### config.mk
export PLATFORM = sky130hd
export DESIGN_NAME = fnd_display_controller_flat
export DESIGN_NICKNAME = d
export VERILOG_FILES = /design/src/rtl/fnd_display_controller_pkg.sv /design/src/rtl/fnd_display_controller_if.sv /design/src/rtl/fnd_display_controller_bin2bcd_seq.sv /design/src/rtl/fnd_display_controller.sv /design/src/flat_wrapper.sv
export SDC_FILE = /design/constraint.sdc
export NUM_CORES = 1
export LEC_CHECK = 0
export CORE_MARGIN = 8
export CORE_UTILIZATION = 58
export DETAILED_ROUTE_END_ITERATION = 7
export PLACE_DENSITY = 0.8
export SLEW_MARGIN = 20
export SYNTH_ARGS = -nofsm -noshare
export SYNTH_HDL_FRONTEND = slang
export SYNTH_HIERARCHICAL = 1
export SYNTH_SLANG_ARGS = --single-unit
### constraint.sdc
create_clock -name i_clk -period 4.5 [get_ports i_clk]
set_clock_uncertainty 0.15 [all_clocks]
set_input_delay 0.9 -clock i_clk [delete_from_list [all_inputs] [get_ports i_clk]]
set_output_delay 0.9 -clock i_clk [all_outputs]
set_load 0.005 [all_outputs]
### src/rtl/fnd_display_controller_pkg.sv
// Shared constants, converter state type and helpers for the FND display controller.
// Segment patterns are active-low {dp,g,f,e,d,c,b,a} for a common-anode display.
package fnd_display_controller_pkg;

  localparam int DIGITS = 4;
  localparam int BCD_W  = 12;

  localparam logic [7:0] FND_BLANK = 8'hFF;
  localparam logic [7:0] FND_FONT [0:9] = '{
    8'hC0, 8'hF9, 8'hA4, 8'hB0, 8'h99,
    8'h92, 8'h82, 8'hF8, 8'h80, 8'h90
  };

  typedef enum logic [1:0] {
    ST_IDLE,
    ST_SHIFT,
    ST_DONE
  } conv_state_t;

  // Non-decimal nibbles render as blank rather than garbage segments.
  function automatic logic [7:0] font_of(input logic [3:0] nib);
    if (nib <= 4'd9) begin
      return FND_FONT[nib];
    end
    return FND_BLANK;
  endfunction

  function automatic logic [BCD_W-1:0] dabble_adjust(input logic [BCD_W-1:0] s);
    logic [BCD_W-1:0] r;
    r = s;
    for (int i = 0; i < BCD_W / 4; i++) begin
      if (r[4*i +: 4] >= 4'd5) begin
        r[4*i +: 4] = r[4*i +: 4] + 4'd3;
      end
    end
    return r;
  endfunction

endpackage

### src/rtl/fnd_display_controller_if.sv
// Value-in / display-out bundle between the counter, the FND controller and the board pins.
// The controller takes the slave side; the counter/board wiring takes the master side.
interface fnd_display_controller_if
  import fnd_display_controller_pkg::*;
#(
  parameter int VALUE_W = 8
);

  logic [VALUE_W-1:0] i_value;
  logic [DIGITS-1:0]  o_fnd_com;
  logic [7:0]         o_fnd_font;
  logic [BCD_W-1:0]   o_bcd;

  modport master (
    output i_value,
    input  o_fnd_com,
    input  o_fnd_font,
    input  o_bcd
  );

  modport slave (
    input  i_value,
    output o_fnd_com,
    output o_fnd_font,
    output o_bcd
  );

endinterface

### src/rtl/fnd_display_controller_bin2bcd_seq.sv
// Iterative double-dabble converter: one shift per clock, result committed to o_bcd in DONE.
// o_done is high whenever the converter is idle and ready to accept i_start.
module fnd_display_controller_bin2bcd_seq
  import fnd_display_controller_pkg::*;
#(
  parameter int VALUE_W = 8
) (
  input  logic               i_clk,
  input  logic               i_reset,
  input  logic [VALUE_W-1:0] i_bin,
  input  logic               i_start,
  output logic [BCD_W-1:0]   o_bcd,
  output logic               o_done
);

  localparam int CNT_W = $clog2(VALUE_W + 1);
  localparam logic [CNT_W-1:0] LAST_BIT = CNT_W'(VALUE_W - 1);

  conv_state_t        state;
  logic [VALUE_W-1:0] shift_bin;
  logic [BCD_W-1:0]   scratch;
  logic [CNT_W-1:0]   bit_cnt;

  assign o_done = (state == ST_IDLE);

  // Scratch only becomes visible on o_bcd in DONE, so partial results never leak out.
  always_ff @(posedge i_clk) begin
    if (i_reset) begin
      state     <= ST_IDLE;
      shift_bin <= '0;
      scratch   <= '0;
      bit_cnt   <= '0;
      o_bcd     <= '0;
    end else begin
      case (state)
        ST_IDLE: begin
          if (i_start) begin
            shift_bin <= i_bin;
            scratch   <= '0;
            bit_cnt   <= '0;
            state     <= ST_SHIFT;
          end
        end
        ST_SHIFT: begin
          {scratch, shift_bin} <= {dabble_adjust(scratch), shift_bin} << 1;
          bit_cnt <= bit_cnt + 1'b1;
          if (bit_cnt == LAST_BIT) begin
            state <= ST_DONE;
          end
        end
        ST_DONE: begin
          o_bcd <= scratch;
          state <= ST_IDLE;
        end
        default: state <= ST_IDLE;
      endcase
    end
  end

endmodule

### src/rtl/fnd_display_controller.sv
// Converts the counter value to BCD on change and scans it onto a 4-digit common-anode FND.
// Digit 0 = ones, 1 = tens, 2 = hundreds, 3 = always blank.
module fnd_display_controller
  import fnd_display_controller_pkg::*;
#(
  parameter int SCAN_DIV = 100000,
  parameter int VALUE_W  = 8
) (
  input  logic                     i_clk,
  input  logic                     i_reset,
  fnd_display_controller_if.slave  bus
);

  localparam int PRESC_W = (SCAN_DIV > 2) ? $clog2(SCAN_DIV) : 1;
  localparam logic [PRESC_W-1:0] PRESC_LAST = PRESC_W'(SCAN_DIV - 1);

  logic [VALUE_W-1:0] last_value;
  logic               conv_ready;
  logic               conv_start;
  logic [BCD_W-1:0]   bcd;
  logic [PRESC_W-1:0] prescaler;
  logic [1:0]         digit_idx;
  logic [DIGITS-1:0]  com_next;
  logic [7:0]         font_next;

  // A new value is only sampled while idle; later changes are picked up on the next idle cycle.
  assign conv_start = conv_ready && (bus.i_value != last_value);

  always_ff @(posedge i_clk) begin
    if (i_reset) begin
      last_value <= '0;
    end else if (conv_start) begin
      last_value <= bus.i_value;
    end
  end

  fnd_display_controller_bin2bcd_seq #(
    .VALUE_W (VALUE_W)
  ) u_bin2bcd (
    .i_clk   (i_clk),
    .i_reset (i_reset),
    .i_bin   (bus.i_value),
    .i_start (conv_start),
    .o_bcd   (bcd),
    .o_done  (conv_ready)
  );

  assign bus.o_bcd = bcd;

  always_ff @(posedge i_clk) begin
    if (i_reset) begin
      prescaler <= '0;
      digit_idx <= '0;
    end else if (prescaler == PRESC_LAST) begin
      prescaler <= '0;
      digit_idx <= digit_idx + 2'd1;
    end else begin
      prescaler <= prescaler + 1'b1;
    end
  end

  always_comb begin
    com_next = ~(DIGITS'(1) << digit_idx);
    case (digit_idx)
      2'd0:    font_next = font_of(bcd[3:0]);
      2'd1:    font_next = font_of(bcd[7:4]);
      2'd2:    font_next = font_of(bcd[11:8]);
      default: font_next = FND_BLANK;
    endcase
  end

  // Common and segment lines are registered together so a digit never shows its neighbour's font.
  always_ff @(posedge i_clk) begin
    if (i_reset) begin
      bus.o_fnd_com  <= 4'b1110;
      bus.o_fnd_font <= 8'hC0;
    end else begin
      bus.o_fnd_com  <= com_next;
      bus.o_fnd_font <= font_next;
    end
  end

endmodule

### src/flat_wrapper.sv
// flat-port wrapper written by rule: the top's interface ports become plain ports
module fnd_display_controller_flat import fnd_display_controller_pkg::*;
#(
  parameter int SCAN_DIV = 100000,
  parameter int VALUE_W  = 8
)
  (i_clk, i_reset, bus_i_value, bus_o_fnd_com, bus_o_fnd_font, bus_o_bcd);
  fnd_display_controller_if #(.VALUE_W(VALUE_W)) bus_i ();
  input  logic i_clk;
  input  logic i_reset;
  input wire logic [$bits(bus_i.i_value)-1:0] bus_i_value;
  output wire logic [$bits(bus_i.o_fnd_com)-1:0] bus_o_fnd_com;
  output wire logic [$bits(bus_i.o_fnd_font)-1:0] bus_o_fnd_font;
  output wire logic [$bits(bus_i.o_bcd)-1:0] bus_o_bcd;
  assign bus_i.i_value = bus_i_value;
  assign bus_o_fnd_com = bus_i.o_fnd_com;
  assign bus_o_fnd_font = bus_i.o_fnd_font;
  assign bus_o_bcd = bus_i.o_bcd;
  fnd_display_controller #(.SCAN_DIV(SCAN_DIV), .VALUE_W(VALUE_W)) u_core (.i_clk(i_clk), .i_reset(i_reset), .bus(bus_i));
endmodule
==> impl_metrics.json <==
{
  "yosysMostFrequentCell": "dfxtp_1",
  "antenna_found_initial": 0,
  "overflow": 0,
  "cpLargestDelayFamily": "simple AND/OR/NAND/NOR gates",
  "ys_warn_count": 6,
  "powerDensity_mw_per_mm2": 293.4,
  "die-height_um": 99.11,
  "synth_top_area_cell": "dfxtp_1",
  "synthTopCellsByArea": "dfxtp_1 (38%), ha_1 (8.7%), nor2_1 (5.4%)",
  "ios": 34,
  "ys_types": 50,
  "syn_area_mm2": 0.004006,
  "cts_buffer_depth": 2,
  "worstMarginPinSlew_ns": 0.6912,
  "postRouteAntennaNets": 0,
  "cts_setup_buffers": 0,
  "start_util": 0.5930,
  "critical_path_arrival_ns": 2.85,
  "ir_worst_vdd_mv": 0.3278,
  "hp-start": "u_core/prescaler[0]",
  "stdcell_count": 581,
  "cp-startpoint": "bus_i_value[6]",
  "htree_num_levels": 3,
  "critPathSlowestCell": "clkdlybuf4s50_1",
  "synth-seq-cells": 76,
  "drc": 0,
  "start_kind": "input pin",
  "setup_viol": 0,
  "finalSetupTns_ns": 0,
  "cts_resized": 0,
  "leakagePower_nw": 1.691,
  "r2r_start": "u_core/u_bin2bcd/state[0]",
  "netlist.area_leader.share": 0.3798,
  "rows": 30,
  "grt_pass1_wl_mm": 14.28,
  "vias": 3245,
  "drive_above_1_share": 0.05589,
  "r2r_end": "u_core/u_bin2bcd/scratch[2]",
  "synthCells": 475,
  "fill_cells": 537,
  "worst_ep_required_time_ns": 4.63,
  "ys_async_sr_fraction": 0,
  "cts_buffers": 9,
  "hold_viol_final": 0,
  "rsz0062_at_grt": "false",
  "die_x_um": 99.11,
  "finalCoreUtilization": 0.6681,
  "status": "complete, no violations",
  "max_freq_mhz": 367.1,
  "crit_fanout": 8,
  "crit_top_cell": "nor2_4",
  "worst_path_largest_cell_delay_ns": 0.46,
  "drt-initial-drc-count": 155,
  "clk_latency_ns": 0.35,
  "synth_nets": 513,
  "antennaDiodeCount": 0,
  "routedWlPerCell_um": 14.45,
  "yosysSeqAreaShare": 0.3798,
  "dpl.hpwl_mm": 6.020,
  "grt_max_degree": 44,
  "synth_edf_count": 0,
  "holdBufCountCts": 0,
  "timing.final.crit_period_ns": 2.724,
  "crit_path_end_kind": "register",
  "firstDrtPassIters": 4,
  "worstSetupPathType": "in -> reg",
  "fin_crit_sh": 0.6053,
  "cp_cell_sequence": "clkdlybuf4s50_1 > xor2_1 > nor4_1 > a21boi_1 > nor2_4 > nor2_4 > nor2_1 > a22o_1",
  "final_nets": 534,
  "die_area_mm2": 0.009823,
  "r2r_cells": 6,
  "globalRouteTotalUtil": 0.1756,
  "coreArea_mm2": 0.006756,
  "vias_per_cell": 5.585,
  "path_clk_slew_ns": 0.07,
  "slew_violations": 0,
  "maxSlewHeadroom": 0.5386,
  "synth_top_flop_cell": "dfxtp_1",
  "syn2layout_area_growth_pct": 12.68,
  "hp-class": "reg -> reg",
  "first_global_vias": 3167,
  "port_buffers": 32,
  "dp_cells": 565,
  "maxCapViolCount": 0,
  "cts_root_buffer": "clkbuf_8",
  "whs_endpoint": "u_core/prescaler[0]",
  "drt_wl_total_mm": 8.395,
  "ff2ff_setup_slack_ns": 2.30,
  "cts_tree": "yes",
  "cp_num_buf_inv": 1,
  "hold_depth": 1,
  "cts.sinks": 76,
  "yosys-top-cells-count": "dfxtp_1 (76), nor2_1 (58), a21oi_1 (39)",
  "gp_congestion": 0.8744,
  "synthesis.area_per_instance_um2": 8.434
}
## report_power, final
| part | internal (mW) | switching [mW] | total, mW |
|---|---|---|---|
| clock network | 0.283 | 0.242 | 0.525 |
| registers | 0.690 | 0.0174 | 0.707 |
| logic | 0.0404 | 0.0524 | 0.0928 |
## worst max path at each step
stage          cells after the start  slack (ns)                     endpoint
2_1_floorplan                     10        1.88  u_core/u_bin2bcd/bit_cnt[2]
3_3_place_gp                       8        1.49  u_core/u_bin2bcd/scratch[1]
3_5_place_dp                       8        1.44  u_core/u_bin2bcd/scratch[2]
4_1_cts                            8        1.78  u_core/u_bin2bcd/scratch[2]
5_1_grt                            8        1.61  u_core/u_bin2bcd/scratch[2]
6_report                           8        1.78  u_core/u_bin2bcd/scratch[2]
## stage by stage
step                setup WS, ns  area [um2]  hold WS (ns)  total power, mW
finish                     1.776        4514        0.3297            1.325
global route               1.611        4514        0.3603            1.376
CTS                        1.782        4514        0.3349            1.338
detailed placement         1.442        4313        0.3189           0.8150
global placement           1.490        4313        0.2900           0.8103
floorplan                  1.877        4006        0.2790           0.7907
## sequential cells by signal, summed over array words and instances (netlist names)
name                        flops
u_core/digit_idx                2
u_core/bus.o_fnd_font           7
u_core/last_value               8
u_core/bus.o_fnd_com            4
u_core/prescaler               17
u_core/u_bin2bcd/shift_bin      8
u_core/u_bin2bcd/o_bcd         12
u_core/u_bin2bcd/bit_cnt        4
u_core/u_bin2bcd/state          2
u_core/u_bin2bcd/scratch       12
## cell families after synthesis
group | count (synthesis) | share of synthesized area
compound gates | 101 | 0.1621
xor+xnor | 25 | 0.05465
fa+ha+maj | 28 | 0.08745
buf+inv | 49 | 0.05434
flops | 76 | 0.3798
mux | 12 | 0.02998
other cells | 1 | 0.0009360
simple gates | 183 | 0.2308
## metal layers
| layer | vias up | GRT usage | part of all wire |
|---|---|---|---|
| met3 | 9 | 0.03631 | 0.040 |
| met4 | 0 | 0.08149 | 0.012 |
| met1 | 1521 | 0.2013 | 0.46 |
| li1 | 1675 | - | - |
| met5 | - | 0 | 0 |
| met2 | 40 | 0.3061 | 0.49 |
## final cells by class
type	count	area [um2]	area share
multi-input combinational	350	2267	0.5022
clock buffer	11	151.4	0.03354
sequential	76	1521	0.3370
timing repair buffer	34	330.3	0.07317
clock inverter	5	50.05	0.01109
tap	80	100.1	0.02217
inverter	25	93.84	0.02079
## placed cells by master, fill, tap and decap left out, types with 14 or more instances in the layout
master / n
nand2_1: 37
dfxtp_1: 76
a21oi_1: 39
xor2_1: 14
clkdlybuf4s50_1: 31
ha_1: 28
nand2b_1: 28
inv_1: 25
nor2_1: 58
o21ai_0: 17
No activity file was read; power rests on OpenSTA's default activity.
